**src/rtl/uart_pkg.sv**
```systemverilog
// Shared constants, receiver FSM encoding and the parity helper for uart_rx_os.
package uart_pkg;

  localparam logic [1:0] PARITY_NONE = 2'd0;
  localparam logic [1:0] PARITY_EVEN = 2'd1;
  localparam logic [1:0] PARITY_ODD  = 2'd2;

  typedef enum logic [2:0] {
    ST_IDLE      = 3'd0,
    ST_START     = 3'd1,
    ST_DATA      = 3'd2,
    ST_PARITY    = 3'd3,
    ST_STOP      = 3'd4,
    ST_WAIT_HIGH = 3'd5
  } rx_state_t;

  // Parity bit a transmitter would append to the (zero-extended) data word.
  function automatic logic parity_bit(input logic [8:0] data, input logic [1:0] mode);
    logic p;
    p = 1'b0;
    case (mode)
      PARITY_EVEN: p = ^data;
      PARITY_ODD:  p = ~^data;
      default:     p = 1'b0;
    endcase
    return p;
  endfunction

endpackage

```
**src/rtl/uart_baud_tick.sv**
```systemverilog
// Oversample tick generator: one-cycle tick every CLK_DIV clocks; restart realigns phase.
// Tick is combinational from the counter; no backpressure.
module uart_baud_tick #(
  parameter int CLK_DIV = 27
) (
  input  logic clk,
  input  logic rst,
  input  logic restart,
  output logic tick
);

  localparam int CW = (CLK_DIV > 1) ? $clog2(CLK_DIV) : 1;
  localparam logic [CW-1:0] CNT_LAST = CW'(CLK_DIV - 1);

  logic [CW-1:0] cnt_q, cnt_d;

  always_comb begin
    cnt_d = cnt_q;
    if (restart || cnt_q == CNT_LAST) begin
      cnt_d = '0;
    end else begin
      cnt_d = cnt_q + 1'b1;
    end
  end

  always_ff @(posedge clk or posedge rst) begin
    if (rst) begin
      cnt_q <= '0;
    end else begin
      cnt_q <= cnt_d;
    end
  end

  assign tick = (cnt_q == CNT_LAST) && !restart;

endmodule

```
**src/rtl/uart_rx_os.sv**
```systemverilog
// Oversampling UART receiver with 3-sample majority vote and a valid/ready holding register.
// Word commits at the last stop-bit mid; a full, unaccepted holding register drops the frame and pulses rx_overrun.
module uart_rx_os
  import uart_pkg::*;
#(
  parameter int CLK_DIV     = 27,
  parameter int OVERSAMPLE  = 16,
  parameter int DATA_BITS   = 8,
  parameter int PARITY_MODE = 0,
  parameter int STOP_BITS   = 1
) (
  input  logic                 clk,
  input  logic                 rst,
  input  logic                 rx_pin_in,
  input  logic                 rx_ready,
  output logic [DATA_BITS-1:0] rx_data,
  output logic                 rx_valid,
  output logic                 rx_parity_err,
  output logic                 rx_frame_err,
  output logic                 rx_overrun,
  output logic                 rx_busy
);

  localparam int SW = (OVERSAMPLE > 1) ? $clog2(OVERSAMPLE) : 1;
  localparam int BW = (DATA_BITS > 0) ? $clog2(DATA_BITS + 1) : 1;
  // samp_q holds the index of the previous sample, so a tick at value k takes sample k+1.
  localparam logic [SW-1:0] SAMP_V0   = SW'(OVERSAMPLE / 2 - 2);
  localparam logic [SW-1:0] SAMP_V1   = SW'(OVERSAMPLE / 2 - 1);
  localparam logic [SW-1:0] SAMP_MID  = SW'(OVERSAMPLE / 2);
  localparam logic [SW-1:0] SAMP_LAST = SW'(OVERSAMPLE - 1);
  localparam logic [BW-1:0] BITS_LAST = BW'(DATA_BITS);
  localparam logic [1:0]    PMODE     = 2'(PARITY_MODE);
  localparam logic          HAS_PAR   = (PMODE != PARITY_NONE);
  localparam logic          STOP_LAST = (STOP_BITS == 2);

  logic       sync1_q, sync2_q, line_prev_q;
  logic [1:0] warm_q;
  logic       fall, restart, tick, maj;

  rx_state_t            state_q;
  logic [SW-1:0]        samp_q;
  logic [BW-1:0]        bitcnt_q;
  logic                 stop_q;
  logic [1:0]           v_q;
  logic [DATA_BITS-1:0] sh_q;
  logic                 perr_q, ferr_q;
  logic [DATA_BITS-1:0] rx_data_q;
  logic                 rx_valid_q, rx_perr_q, rx_ferr_q, rx_ovr_q;

  // line_prev_q only arms once the synchronizer carries a real post-reset high.
  always_ff @(posedge clk or posedge rst) begin
    if (rst) begin
      sync1_q     <= 1'b1;
      sync2_q     <= 1'b1;
      warm_q      <= '0;
      line_prev_q <= 1'b0;
    end else begin
      sync1_q     <= rx_pin_in;
      sync2_q     <= sync1_q;
      warm_q      <= {warm_q[0], 1'b1};
      line_prev_q <= warm_q[1] & sync2_q;
    end
  end

  assign fall    = line_prev_q & ~sync2_q;
  assign restart = (state_q == ST_IDLE) && fall;
  assign maj     = (v_q[0] & v_q[1]) | (v_q[0] & sync2_q) | (v_q[1] & sync2_q);

  uart_baud_tick #(.CLK_DIV(CLK_DIV)) u_tick (
    .clk     (clk),
    .rst     (rst),
    .restart (restart),
    .tick    (tick)
  );

  always_ff @(posedge clk or posedge rst) begin
    if (rst) begin
      state_q    <= ST_IDLE;
      samp_q     <= '0;
      bitcnt_q   <= '0;
      stop_q     <= 1'b0;
      v_q        <= '0;
      sh_q       <= '0;
      perr_q     <= 1'b0;
      ferr_q     <= 1'b0;
      rx_data_q  <= '0;
      rx_valid_q <= 1'b0;
      rx_perr_q  <= 1'b0;
      rx_ferr_q  <= 1'b0;
      rx_ovr_q   <= 1'b0;
    end else begin
      rx_ovr_q <= 1'b0;
      if (rx_valid_q && rx_ready) begin
        rx_valid_q <= 1'b0;
      end
      case (state_q)
        ST_IDLE: begin
          if (fall) begin
            state_q  <= ST_START;
            samp_q   <= '0;
            bitcnt_q <= '0;
            stop_q   <= 1'b0;
            perr_q   <= 1'b0;
            ferr_q   <= 1'b0;
          end
        end
        ST_WAIT_HIGH: begin
          if (sync2_q) begin
            state_q <= ST_IDLE;
          end
        end
        default: begin
          if (tick) begin
            samp_q <= (samp_q == SAMP_LAST) ? '0 : samp_q + 1'b1;
            if (samp_q == SAMP_V0) v_q[0] <= sync2_q;
            if (samp_q == SAMP_V1) v_q[1] <= sync2_q;
            if (samp_q == SAMP_MID) begin
              case (state_q)
                ST_START: begin
                  if (maj) state_q <= ST_IDLE;
                end
                ST_DATA: begin
                  sh_q     <= {maj, sh_q[DATA_BITS-1:1]};
                  bitcnt_q <= bitcnt_q + 1'b1;
                end
                ST_PARITY: begin
                  perr_q <= maj ^ parity_bit(9'(sh_q), PMODE);
                end
                ST_STOP: begin
                  ferr_q <= ferr_q | ~maj;
                  stop_q <= 1'b1;
                  if (stop_q == STOP_LAST) begin
                    state_q <= (ferr_q | ~maj) ? ST_WAIT_HIGH : ST_IDLE;
                    if (!rx_valid_q || rx_ready) begin
                      rx_data_q  <= sh_q;
                      rx_perr_q  <= perr_q;
                      rx_ferr_q  <= ferr_q | ~maj;
                      rx_valid_q <= 1'b1;
                    end else begin
                      rx_ovr_q <= 1'b1;
                    end
                  end
                end
                default: ;
              endcase
            end
            if (samp_q == SAMP_LAST) begin
              case (state_q)
                ST_START:  state_q <= ST_DATA;
                ST_DATA: begin
                  if (bitcnt_q == BITS_LAST) state_q <= HAS_PAR ? ST_PARITY : ST_STOP;
                end
                ST_PARITY: state_q <= ST_STOP;
                default: ;
              endcase
            end
          end
        end
      endcase
    end
  end

  assign rx_data       = rx_data_q;
  assign rx_valid      = rx_valid_q;
  assign rx_parity_err = rx_perr_q;
  assign rx_frame_err  = rx_ferr_q;
  assign rx_overrun    = rx_ovr_q;
  assign rx_busy       = (state_q != ST_IDLE);

endmodule

```
**config.mk**
```make
export PLATFORM = sky130hd
export DESIGN_NAME = uart_rx_os
export DESIGN_NICKNAME = d
export VERILOG_FILES = /design/src/rtl/uart_pkg.sv /design/src/rtl/uart_baud_tick.sv /design/src/rtl/uart_rx_os.sv
export SDC_FILE = /design/constraint.sdc
export NUM_CORES = 1
export LEC_CHECK = 0
export CORE_MARGIN = 2
export CORE_UTILIZATION = 50
export CTS_CLUSTER_DIAMETER = 60
export DETAILED_ROUTE_END_ITERATION = 8
export DONT_BUFFER_PORTS = 1
export GPL_ROUTABILITY_DRIVEN = 0
export SKIP_CTS_REPAIR_TIMING = 1
export SYNTH_ARGS = -nofsm -noshare
export SYNTH_HDL_FRONTEND = slang
export SYNTH_HIERARCHICAL = 1
export SYNTH_SLANG_ARGS = --single-unit
```
**constraint.sdc**
```tcl
create_clock -name clk -period 3 [get_ports clk]
set_input_delay 0.6 -clock clk [delete_from_list [all_inputs] [get_ports clk]]
set_output_delay 0.6 -clock clk [all_outputs]
set_load 0.01 [all_outputs]
```
==> metrics.txt, run 1 <==
sequential power share=54.3%; Synth Register Bits=46; FP Rows=24; initial core utilization=52.2%; die height=71.7 um; Mapped Area=2290 sq um; CP Max Fanout=12; clock power share=35.3%; drt first pass iters=4; Peak Freq=0.425 GHz; Num CTS Buffers=5; die width=71.7 um; reg2reg end=sh_q[7]; syn_nets=209; synth warn=6; Reg clk slew, reported paths=0.08 ns; Tot GR Track Use=17.4%; routed len/inst=16.0 um; # diodes=0; DP Wirelength=2840 um; dominant cell by count in the synthesized netlist=dfrtp_1; P_int=0.975 mW; Setup crit start kind=flip-flop; Setup crit end kind=flip-flop; Root Driver=clkbuf_8; CTS sink cnt=46; Yosys top cell area share=48.1%; placed cell count=244; Comb pwr share=10.4%; Async S/R FF share, synth=100%; number of synthesized flops with an enable pin=0; Clock Skews=0.00233 ns; layout cell share with drive strength beyond 1=23.5%; CTS Buffer Depth=2; Tot Pwr=1.31 mW; fin crit period=2.35 ns; Area Overhead vs Synth=6.40%; first-pass GRT wire length=7000 um; I/O Buffers=0; RR Startpoint=sync2_q; DRC=0; # IOs=17; static leakage=1.13 nW; setup_tns=0 ns; post-route ant nets=0; Die ar.=5130 sq um; syn_area_per_cell=11.6 sq um; sequential fraction of the synthesis area=50.4%; H-tree depth=2; largest area contributor in the netlist=dfrtp_1; reg2reg path depth=6; Peak VDD IR=0.000362 V; DR vias=1,453; number of global-route vias before repair=1,472; first-iteration detailed-routing DRC count=78; final std cells w/o fill=252; number of nets in the layout=210; maxcap violations=0; vias per cell=5.77; largest net degree at the start of global routing=31; WHS=0.0820 ns; critical path arrival=2.54 ns; Post-Route WL=4030 um; switching power total=0.330 mW; Max Transition Viols Final=0; count of cell types in the netlist=51; worst setup path endpoint=sh_q[7]; GRT overflow=0; RSZ-0062 raised after global routing=false; start point of the critical path=sync2_q; WP data required=3.19 ns; final setup fails=0; Power Dens Cells=536 nW/um^2; Sw Share=25.3%; initial antenna violation count=0; later-pin clock latency in the skew report=0.29 ns; cell count after synthesis=198; final period utilization=78.5%; top post-synthesis cells by area=dfrtp_1 48%, mux2_2 7.4%, mux2_4 3.9%; commonest cells in the netlist=44 x dfrtp_1, 15 x mux2_2, 12 x nor2_1; core outline area=4380 sq um; run status=finished clean; TritonCTS clock tree=yes; ys flop type=dfrtp_1; Worst Hold Class=input port to async pin; R2R setup slack=0.65 ns; Crit Path Category=flip-flop to flip-flop; Hold Vio Cnt, Final=0
==> power by group through the flow <==
stage               logic, mW  clock network (mW)  registers [mW]
finish                  0.136               0.461           0.709
global route            0.156               0.496           0.715
CTS                     0.139               0.476           0.708
detailed placement      0.138                   0           0.720
global placement        0.133                   0           0.714
floorplan               0.113                   0           0.706
==> placed cells by master, fill, tap and decap left out, types with 6 or more instances in the layout <==
cell / count
nor2_1: 12
mux2_4: 6
o21ai_0: 10
ha_1: 7
inv_1: 10
nor3_1: 7
dfrtp_1: 44
nand2_1: 8
a21oi_1: 6
mux2_2: 15
==> per-layer routing <==
layer / GRT usage (%) / part of all wire [%]
met2: 27.5 / 48
met3: 3.66 / 3.4
met1: 23.9 / 47
met5: 0 / 0
met4: 6.08 / 1.7
==> cells by family after synthesis <==
group           after synthesis  share of synthesized area [%]
buf+inv                      21                           4.65
compound gates               30                           8.42
mux                          22                           11.8
simple gates                 67                           19.2
xor+xnor                      3                           1.15
fa+ha+maj                     8                           4.26
other cells                   1                          0.164
flops                        46                           50.4
==> area by class of cell <==
class                           instances  area (sq um)
Sequential cell                        46          1150
Inverter                               10          37.5
Multi-Input combinational cell        131          1030
Timing Repair Buffer                    5          37.5
Tap cell                               52          65.1
Clock buffer                            5          68.8
Clock inverter                          3          43.8
Fill cell                             384          1950
==> worst max-delay path: stages, from the launching register on <==
cell and delay [ns]:
dfstp_2 0.41, or4b_4 0.56, nor2_4 0.25, nor2b_1 0.11, nand4b_1 0.26, or2_4 0.30, mux2_2 0.36
==> flip-flops by register name, summed over array words and instances, names as in the netlist, 2 cells and up <==
signal        count
state_q           3
v_q               2
rx_data           8
sh_q              8
u_tick/cnt_q      5
bitcnt_q          4
warm_q            2
samp_q            4
==> how the worst min path moves through the flow <==
stage                                 end  cells after the start  startpoint
after floorplan                 warm_q[1]                      0   warm_q[0]
after global routing      u_tick/cnt_q[4]                      1         rst
after detailed placement        warm_q[1]                      0   warm_q[0]
final                     u_tick/cnt_q[4]                      1         rst
after CTS                 u_tick/cnt_q[4]                      1         rst
after global placement          warm_q[1]                      0   warm_q[0]
==> through the flow <==
stage | setup slack [ns] | instance area (sq um) | utilization [%]
after floorplan | 0.676 | 2290 | -
after global placement | 0.756 | 2320 | 53.0
after detailed placement | 0.660 | 2320 | 53.0
after CTS | 0.642 | 2430 | 55.5
after global routing | 0.536 | 2430 | 55.5
final | 0.646 | 2430 | 55.5
Power figures use the tool's default switching activity.
==> inputs of run 2 (changes only) <==
- clock period: 3 -> 2.4 ns (I/O delays scaled with it)
==> metrics.txt, run 2 (synthesized netlist as in run 1, its figures left out) <==
Num CTS Buffers=5 (unchanged); vias per cell=5.79 (+0.47%); most common cell after layout, fill and taps aside=dfrtp_1; post-route ant nets=0 (unchanged); core outline area=4380 sq um (unchanged); largest net degree at the start of global routing=27 (-13%); Worst Hold Class=input port to flip-flop; Tot GR Track Use=17.9% (+0.56 points); # diodes=0 (unchanged); most frequent cells in the layout=44 x dfrtp_1, 15 x mux2_2, 12 x nor2_1, 10 x o21ai_0, 10 x inv_1; CP Max Fanout=12 (unchanged); Post-Route WL=4180 um (+3.7%); number of global-route vias before repair=1,498 (+1.8%); Max Transition Viols Final=0 (unchanged); Root Driver=clkbuf_8; final period utilization=94.4% (+16 points); later-pin clock latency in the skew report=0.30 ns (about the same); TritonCTS clock tree=yes; sequential cell area=1150 sq um (unchanged); first-iteration detailed-routing DRC count=83 (+6.4%); initial antenna violation count=0 (unchanged); DRC=0 (unchanged); Clock Skews=0.00533 ns (+0.00299 ns); initial core utilization=52.2% (unchanged); RSZ-0062 raised after global routing=false; reg2reg path depth=7 (+1); Peak Freq=0.441 GHz (+3.9%); Setup crit end kind=flip-flop; GRT overflow=0 (unchanged); placed cell area=2360 sq um (+1.5%); slew margin rel.=52.3%; Hold Path Depth=0; CTS Buffer Depth=2 (unchanged); reg2reg end=sh_q[2]; Tightest Pin Transition=0.715 ns; first-pass GRT wire length=7070 um (+0.99%); RR Startpoint=u_tick/cnt_q[0]; Post-Layout Inst Area=2480 sq um (+1.9%); FP Rows=24 (unchanged); Area Overhead vs Synth=8.42%; number of nets in the layout=214 (+1.9%); die height=71.7 um (unchanged); I/O Buffers=0 (unchanged); static leakage=1.15 nW (+2.1%); Die ar.=5130 sq um (unchanged); hold wc startpoint=rx_pin_in; fin worst setup slack=0.133 ns (-0.512 ns); die width=71.7 um (unchanged); layout cell share with drive strength beyond 1=25.0% (+1.5 points); final setup fails=0 (unchanged); fin crit period=2.27 ns (-0.0876 ns); final core utilization=56.6% (+1.1 points); # IOs=17 (unchanged); maxcap violations=0 (unchanged); CTS sink cnt=46 (unchanged); Setup crit start kind=flip-flop; Reg clk slew, reported paths=0.09 ns (about the same); Crit Path Category=flip-flop to flip-flop; DP Wirelength=2970 um (+4.5%); Fillers=380 (-1.0%); multi-input logic area=1030 sq um (+0.12%); placed cell count=247 (+1.2%); critical path arrival=2.45 ns (-0.09 ns); Hold Vio Cnt, Final=0 (unchanged); drt first pass iters=4 (unchanged); Hold Path Sink=sync1_q; final std cells w/o fill=256 (+1.6%); R2R setup slack=0.13 ns (-0.51 ns); worst slack, placed=0.137 ns (-0.523 ns); routed len/inst=16.3 um (+2.1%); setup_tns=0 ns (unchanged); Power Dens Cells=661 nW/um^2 (+23%); run status=finished clean; H-tree depth=2 (unchanged); WP data required=2.58 ns (-0.61 ns); Peak VDD IR=0.000501 V (+38%); DR vias=1,483 (+2.1%)
-- run 2: cell count changes in the layout (fill, tap and decap cells not counted) --
cell and change:
and4b_2 +1, dlygate4sd3_1 +1, buf_4 +2, buf_12 +1
and4b_1 -1
-- run 2: per-layer routing --
layer	global-route usage, %	wire, um	share of wire, %	vias to the layer above
met5	0	0	0	-
met4	4.61	37	0.89	0
met3	5.20	162	3.9	5
met2	28.5	2020	48	29
li1	-	-	-	710
met1	24.3	1960	47	739
-- run 2: layout make-up --
type / count / area share (%)
multi-input combinational: 131 / 41.5
inverter: 10 / 1.51
sequential: 46 / 46.5
timing repair buffer: 9 / 3.33
clock inverter: 3 / 1.77
clock buffer: 5 / 2.77
tap: 52 / 2.62
-- run 2: worst max-delay path by stage --
stage	from	end	slack, ns	cells past startpoint
6_report	u_tick/cnt_q[0]	sh_q[2]	0.13	7
3_5_place_dp	u_tick/cnt_q[0]	sh_q[0]	0.14	7
5_1_grt	u_tick/cnt_q[0]	sh_q[5]	0.007	7
2_1_floorplan	state_q[1]	sh_q[0]	0.08	9
4_1_cts	u_tick/cnt_q[0]	sh_q[0]	0.1	7
3_3_place_gp	u_tick/cnt_q[0]	sh_q[5]	0.30	7
-- run 2: power by group --
group | switching [mW] | internal, mW
clock network | 0.261 | 0.312
logic | 0.0953 | 0.0846
registers | 0.0603 | 0.826
total | 0.417 | 1.22
-- run 2: through the flow --
step                      hold WS [ns]  power [mW]
final                            0.169        1.64
after global routing             0.143        1.73
after CTS                      -0.0500        1.66
after detailed placement         0.281        1.08
after global placement           0.278        1.06
after floorplan                  0.259        1.02
-- run 2: worst max-delay path, cell delays in order (launching register included) --
cell      delay (ns)
dfrtp_1         0.43
inv_1           0.08
ha_1            0.15
and4b_2         0.32
nor2b_1         0.23
nand4b_1        0.23
or2_4           0.40
mux2_4          0.32
==> inputs of run 3 (changes only) <==
- CORE_ASPECT_RATIO: unset -> 2
- TNS_END_PERCENT: unset -> 50
==> metrics.txt, run 3 (synthesized netlist as in run 1, its figures left out) <==
run status=finished clean; Max Transition Viols Final=0 (unchanged); WL met3=127 um (-22%); routed len/inst=17.7 um (+8.2%); WP data required=2.59 ns (about the same); most common cell after layout, fill and taps aside=dfrtp_1; number of global-route vias before repair=1,596 (+6.5%); setup_tns=0 ns (unchanged); CP Max Fanout=12 (unchanged); Tightest Pin Transition=0.519 ns (-0.196 ns); vias per cell=5.86 (+1.2%); Comb pwr share=10.6% (-0.4 points); Worst Hold Class=input port to flip-flop; later-pin clock latency in the skew report=0.30 ns (about the same); Clock Skews=0.00864 ns (+0.00332 ns); top sig layer=met4; drt first pass iters=4 (unchanged); R2R setup slack=0.21 ns (+0.07 ns); Tot GR Track Use=19.7% (+1.8 points); Hold Vio Cnt, Final=0 (unchanged); critical path arrival=2.38 ns (-0.07 ns); Peak VDD IR=0.000564 V (+12%); WL met1=1750 um (-11%); initial core utilization=52.2% (about the same); die height=99.7 um (+39%); fin crit period=2.19 ns (-0.0731 ns); DP Wirelength=3220 um (+8.4%); Post-Route WL=4540 um (+8.7%); DR vias=1,507 (+1.6%); Hold Path Sink=sync1_q; H-tree depth=2 (unchanged); initial antenna violation count=0 (unchanged); final core utilization=56.3% (-0.28 points); Setup crit end kind=flip-flop; # diodes=0 (unchanged); reg2reg end=sh_q[2]; most frequent cells in the layout=44 x dfrtp_1, 15 x mux2_2, 12 x nor2_1, 10 x o21ai_0, 10 x inv_1; Crit Path Category=flip-flop to flip-flop; I/O Buffers=0 (unchanged); CTS Buffer Depth=2 (unchanged); post-route ant nets=0 (unchanged); static leakage=1.13 nW (-1.5%); GRT overflow=0 (unchanged); maxcap violations=0 (unchanged); layout cell share with drive strength beyond 1=24.6% (-0.37 points); final period utilization=91.4% (-3.0 points); Root Driver=clkbuf_8; Setup crit start kind=flip-flop; Hold Path Depth=0 (unchanged); first-iteration detailed-routing DRC count=20 (-76%); die width=51.8 um (-28%); met2 wire length=2530 um (+25%); sequential power share=54.6% (+0.5 points); Reg clk slew, reported paths=0.08 ns (about the same); FP Rows=34 (+42%); clock power share=34.8% (-0.2 points); Die ar.=5170 sq um (+0.64%); Area Overhead vs Synth=7.82%; RSZ-0062 raised after global routing=false; DRC=0 (unchanged); Power Dens Cells=659 nW/um^2 (-0.29%); TritonCTS clock tree=yes; P_int=1.22 mW (-0.40%); slew margin rel.=65.4% (+13 points); CTS sink cnt=46 (unchanged); reg2reg path depth=7 (unchanged); Sw Share=25.1% (-0.34 points); # IOs=17 (unchanged); hold wc startpoint=rx_pin_in; RR Startpoint=u_tick/cnt_q[0]; Fillers=389 (+2.4%); final setup fails=0 (unchanged); largest net degree at the start of global routing=42 (+56%); Num CTS Buffers=5 (unchanged); Peak Freq=0.456 GHz (+3.3%); number of nets in the layout=213 (-0.47%); core outline area=4380 sq um (about the same); switching power total=0.408 mW (-2.2%); first-pass GRT wire length=7650 um (+8.2%)
-- run 3: layer usage --
| metal | GRT usage [%] | vias up |
|---|---|---|
| met5 | 0 | - |
| met4 | 9.51 | 0 |
| met3 | 3.45 | 9 |
| met2 | 34.3 | 24 |
| met1 | 22.5 | 768 |
| li1 | - | 706 |
-- run 3: worst max path at each step --
stage / startpoint / to / slack [ns]
after detailed placement: u_tick/cnt_q[0] / sh_q[2] / 0.17
final: u_tick/cnt_q[0] / sh_q[2] / 0.21
after global routing: u_tick/cnt_q[0] / sh_q[2] / 0.01
after global placement: u_tick/cnt_q[0] / sh_q[1] / 0.27
after CTS: u_tick/cnt_q[0] / sh_q[0] / 0.15
after floorplan: state_q[1] / sh_q[0] / 0.08
-- run 3: final cells by class --
class                      count  area (sq um)  share of cell area (%)
sequential                    46          1150                    46.8
inverter                      10          37.5                    1.52
multi-input combinational    131          1040                    42.0
timing repair buffer           8          62.6                    2.54
tap                           54          67.6                    2.74
clock buffer                   6          72.6                    2.94
clock inverter                 2          37.5                    1.52
-- run 3: power groups by stage --
stage	combinational [mW]	sequential [mW]	clock, mW
6_report	0.173	0.887	0.566
5_1_grt	0.205	0.897	0.603
4_1_cts	0.177	0.884	0.582
3_5_place_dp	0.176	0.899	0
3_3_place_gp	0.163	0.893	0
2_1_floorplan	0.141	0.882	0
-- run 3: metrics by stage --
step	std cells	power [mW]	setup slack, ns	instance area [sq um]	hold slack, ns
final	257	1.63	0.207	2470	0.172
after global placement	248	1.06	0.271	2340	0.285
after global routing	257	1.70	0.0121	2470	0.156
after CTS	256	1.64	0.148	2450	-0.0317
after floorplan	198	1.02	0.0760	2290	0.259
after detailed placement	248	1.07	0.169	2340	0.285
-- run 3: worst max-delay path, stage by stage (launching register included) --
cell and delay, ns:
dfrtp_1 0.42, inv_1 0.08, ha_1 0.13, and4b_2 0.31
nor2b_1 0.19, nand4b_1 0.23, or2_4 0.40, mux2_4 0.32
==> RTL edit 1 (settings of run 2) <==
Encoding of `rx_state_t`: now Gray code (3 bits for 6 states).
--- a/src/rtl/uart_pkg.sv
+++ b/src/rtl/uart_pkg.sv
@@ -6,12 +6,12 @@
   localparam logic [1:0] PARITY_ODD  = 2'd2;
 
   typedef enum logic [2:0] {
-    ST_IDLE      = 3'd0,
-    ST_START     = 3'd1,
-    ST_DATA      = 3'd2,
-    ST_PARITY    = 3'd3,
-    ST_STOP      = 3'd4,
-    ST_WAIT_HIGH = 3'd5
+    ST_IDLE      = 3'b000,
+    ST_START     = 3'b001,
+    ST_DATA      = 3'b011,
+    ST_PARITY    = 3'b010,
+    ST_STOP      = 3'b110,
+    ST_WAIT_HIGH = 3'b111
   } rx_state_t;
 
   // Parity bit a transmitter would append to the (zero-extended) data word.
Function: same outputs for any inputs over 10 cycles, from zero or initial values and one cycle with rst high; not proved beyond that.
==> RTL edit 1 against run 2 <==
Wire length up 11%. First-iteration DRC count is 11% higher. Worst hold slack better by 0.60 ps. Total power is 5.7% lower. Design area increased by 3.6%. Worst setup slack worse by 15 ps. Synthesized area increased by 1.6%. Sequential cell count did not move.
==> RTL edit 1: results <==
export IMPL_status="finished clean"
export IMPL_antenna_found_initial=0
export IMPL_vias_per_cell=5.96
export IMPL_fillers=387
export IMPL_p_leak_uw=0.00112
export IMPL_cp_slowest_cell="dfstp_2"
export IMPL_synth_cell_types=55
export IMPL_antenna_diode_count=0
export IMPL_clkTransAtPathRegs_ps=90
export IMPL_root_buffer="clkbuf_8"
export IMPL_dpl_hpwl_um=3360
export IMPL_cts_made_buffers=5
export IMPL_hold_class="in2reg"
export IMPL_synthArstFlopShare_pct=100
export IMPL_synth_nets=215
export IMPL_synth_top_cells_by_count="dfrtp_1, mux2_2, inv_1"
export IMPL_grt_total_usage_pct=19.6
export IMPL_dpl_instance_area_mm2=0.00245
export IMPL_yosysWarnings=6
export IMPL_die_area_mm2=0.00521
export IMPL_max_stage_delay_ps=530
export IMPL_p_int_uw=1130
export IMPL_synth_area_top_cells="dfrtp_1, mux2_2, ha_1"
export IMPL_worst_pin_slew_ps=504
export IMPL_worstPathArrival_ps=2480
export IMPL_synth_main_ff_cell="dfrtp_1"
export IMPL_crit_fanout=4
export IMPL_grt_pass1_vias=1657
export IMPL_drive_gt1_share_pct=27.4
export IMPL_avgRoutedWirePerCell_um=17.2
export IMPL_final_nets=229
export IMPL_grt_pass1_wl_um=7840
export IMPL_clock_latency_ps=300
export IMPL_preCtsSetupSlack_ps=126
export IMPL_grt_max_degree=42
export IMPL_ys_seq_area_share_pct=49.6
export IMPL_drt_initial_drc_count=92
export IMPL_port_buffers=0
export IMPL_ir_drop_mv=0.372
export IMPL_skew_ps=6.47
export IMPL_cts_max_path_buffers=2
export IMPL_h_tree_depth=2
export IMPL_dr_pass1_iters=4
-- RTL edit 1: final timing paths --
path                            cells past startpoint  slack, ps                        end                start
max in group asynchronous                           2       1680  u_tick/cnt_q[1]$_DFF_PP0_                  rst
worst max-delay path                                8        120         v_q[1]$_DFFE_PP0P_    sync2_q$_DFF_PP1_
worst min register to register                      0        360        warm_q[1]$_DFF_PP0_  warm_q[0]$_DFF_PP0_
min in group asynchronous                           2        180    bitcnt_q[2]$_DFFE_PP0P_                  rst
worst min-delay path                                0        170          sync1_q$_DFF_PP1_            rx_pin_in
worst max register to register                      8        120         v_q[1]$_DFFE_PP0P_    sync2_q$_DFF_PP1_
-- RTL edit 1: area by class of cell --
cell class	instances	area, um^2	area share (%)
repair buffers	15	115	4.48
clock buffers	6	72.6	2.82
multi-input cells	135	1090	42.5
flip-flops and latches	46	1150	44.9
clock inverters	2	15.0	0.584
inverters	15	56.3	2.19
well taps	52	65.1	2.53
-- RTL edit 1: stage by stage --
step	total power, uW	instances
2_1_floorplan	1040	204
6_report	1550	271
4_1_cts	1560	270
5_1_grt	1630	271
3_5_place_dp	1100	262
3_3_place_gp	1080	262
-- RTL edit 1: kinds of logic (layout without fill, tap and decap cells) --
logic type / Yosys count / count (layout) / synth area share [%]
and+or+nand+nor: 60 / 60 / 17.9
other: 1 / 1 / 0.161
buffers and inverters: 23 / 38 / 4.84
muxes: 21 / 21 / 10.1
adders and majority gates: 8 / 8 / 4.20
DFF: 46 / 46 / 49.6
AOI/OAI and AO/OA: 44 / 44 / 12.8
xor gates and xnor gates: 1 / 1 / 0.377
-- RTL edit 1: worst max-delay path: cells and delay by family (launching register included) --
| kind | cells | cell delay, ps |
|---|---|---|
| simple gates | 5 | 1140 |
| flops | 1 | 530 |
| mux | 1 | 360 |
| buf+inv | 2 | 140 |
-- RTL edit 1: per-layer routing --
layer	global-route usage (%)	up-vias	share of wire, %
met1	24.9	799	43
met2	33.1	42	50
met4	6.50	0	1.8
li1	-	767	-
met5	0	-	0
met3	4.58	8	4.9
-- RTL edit 1: power by group through the flow --
| stage | logic (uW) | clock network (uW) | registers [uW] |
|---|---|---|---|
| after floorplan | 156 | 0 | 888 |
| after global placement | 179 | 0 | 898 |
| after detailed placement | 194 | 0 | 904 |
| after CTS | 195 | 477 | 889 |
| after global routing | 217 | 514 | 896 |
| final | 193 | 463 | 889 |
==> RTL edit 2 (config.mk and constraints of run 2) <==
Without the edit above. Change the parameter `PARITY_MODE` from 0 to 1.
--- a/src/rtl/uart_rx_os.sv
+++ b/src/rtl/uart_rx_os.sv
@@ -6,7 +6,7 @@
   parameter int CLK_DIV     = 27,
   parameter int OVERSAMPLE  = 16,
   parameter int DATA_BITS   = 8,
-  parameter int PARITY_MODE = 0,
+  parameter int PARITY_MODE = 1,
   parameter int STOP_BITS   = 1
 ) (
   input  logic                 clk,
Behaviour: no difference found for any inputs over 10 cycles, from zero or initial values and one cycle with rst high; that may be too few to reach the edited logic, so the function may still have changed.
==> RTL edit 2 against run 2 <==
Sequential cell count unchanged. Synthesized area decreased by 1.1%. Worst setup slack got worse by 56 ps. Non-clock buffer count increased by 9. Global-route usage increased by 0.73 points. Critical endpoint is now v_q[1]$_DFFE_PP0P_. Design area increased by 5.0%. Wire length increased by 3.3%.
Power is not compared: it rests on default switching activity, and its combinational part moved more than twofold at a synthesized area within 25%.
==> RTL edit 2: results <==
export IMPL_status="finished clean"
export IMPL_grt_total_usage_pct=18.7
export IMPL_synthArstFlopShare_pct=100
export IMPL_wl_met3_um=202
export IMPL_path_delay_family="simple AND/OR/NAND/NOR gates"
export IMPL_totalWireLength_um=4320
export IMPL_met2_length_um=2110
export IMPL_synth_cell_types=52
export IMPL_port_buffers=0
export IMPL_fillers=384
export IMPL_cp_slowest_cell="dfrtp_1"
export IMPL_final_cell_count_no_fill=265
export IMPL_synth_area_top_cells="dfrtp_1, mux2_2, ha_1"
export IMPL_crit_fanout=10
export IMPL_grt_max_degree=42
export IMPL_clock_latency_ps=290
export IMPL_max_stage_delay_ps=390
export IMPL_grt_pass1_vias=1604
export IMPL_ir_drop_mv=0.297
export IMPL_dp_cells=256
export IMPL_drive_gt1_share_pct=30.5
export IMPL_slew_headroom_pct=65.4
export IMPL_wl_met1_um=1930
export IMPL_synth_top_cells_by_count="dfrtp_1, mux2_2, o21ai_0"
export IMPL_drt_initial_drc_count=44
export IMPL_highest_layer="met4"
export IMPL_synth_nets=205
export IMPL_grt_pass1_wl_um=7390
export IMPL_ys_seq_area_share_pct=51.0
export IMPL_h_tree_depth=2
export IMPL_vias=1525
export IMPL_cts_made_buffers=5
export IMPL_yosysWarnings=6
export IMPL_dpl_hpwl_um=3110
export IMPL_antenna_diode_count=0
export IMPL_root_buffer="clkbuf_8"
export IMPL_worstPathArrival_ps=2500
export IMPL_hold_class="in2reg"
export IMPL_antenna_found_initial=0
export IMPL_p_leak_uw=0.00122
export IMPL_dr_pass1_iters=4
export IMPL_slew_viol_final=0
export IMPL_skew_ps=4.89
export IMPL_clkTransAtPathRegs_ps=80
export IMPL_syn_inst=194
export IMPL_cts_max_path_buffers=2
export IMPL_final_nets=224
[RTL edit 2: changes by cell type after synthesis, sizes merged, moves of 3 or more]
cell,delta
buf,-3
nand3,-3
nand3b,-3
nand4,+3
nand4b,-3
nor2,-3
xnor2,+6
[RTL edit 2: power by group]
group	switching, uW	internal (uW)	total (uW)
Combinational	22.3	10.0	32.3
Sequential	1.11	780	781
Clock	245	200	444
Total	268	990	1260
[RTL edit 2: area by class of cell]
type,count,area (um^2),area share (%)
Inverter,10,37.5,1.44
Clock buffer,6,72.6,2.79
Multi-Input combinational cell,132,1120,42.9
Clock inverter,1,7.51,0.288
Timing Repair Buffer,18,150,5.76
Sequential cell,46,1150,44.3
Tap cell,52,65.1,2.50
[RTL edit 2: worst paths after layout]
kind / from / to / slack (ps) / cells past startpoint
hold / removal: rx_pin_in / sync1_q$_DFF_PP1_ / 180 / 0
hold reg to reg: warm_q[0]$_DFF_PP0_ / warm_q[1]$_DFF_PP0_ / 350 / 0
setup / recovery: state_q[2]$_DFFE_PP0P_ / v_q[1]$_DFFE_PP0P_ / 80 / 11
setup reg to reg: state_q[2]$_DFFE_PP0P_ / v_q[1]$_DFFE_PP0P_ / 80 / 11
min in group asynchronous: rst / bitcnt_q[2]$_DFFE_PP0P_ / 190 / 2
max in group asynchronous: rst / u_tick/cnt_q[2]$_DFF_PP0_ / 1710 / 2
[RTL edit 2: worst register-to-register path: stages, from the launching register on]
cell and delay [ps]:
dfrtp_1 390, buf_4 180, nor3_1 240, inv_1 130
nor2_4 160, nor2b_4 70, nand2_1 100, a21oi_4 70
buf_4 170, or2_4 280, nand4_1 120, mux2_4 300
[RTL edit 2: routing by layer]
layer,vias up,track usage (%)
met3,9,5.06
met1,759,23.8
met4,0,6.50
li1,719,-
met5,-,0
met2,38,30.9
[RTL edit 2: cells by family after synthesis]
kind of cell	share of synthesized area (%)
simple gates	15.5
flops	51.0
compound gates	9.23
mux	11.3
buf+inv	3.21
xor+xnor	5.25
fa+ha+maj	4.31
other cells	0.166
[RTL edit 2: stage by stage]
stage	total power (uW)	TNS, ps	setup WS [ps]	area, um^2	utilization [%]
after global routing	1300	-2.46	-2.46	2610	59.8
after floorplan	811	-294	-103	2330	-
final	1260	0	77.4	2610	59.8
after detailed placement	819	0	42.2	2490	57.2
after global placement	818	0	91.4	2490	57.2
after CTS	1270	0	30.1	2570	59.1
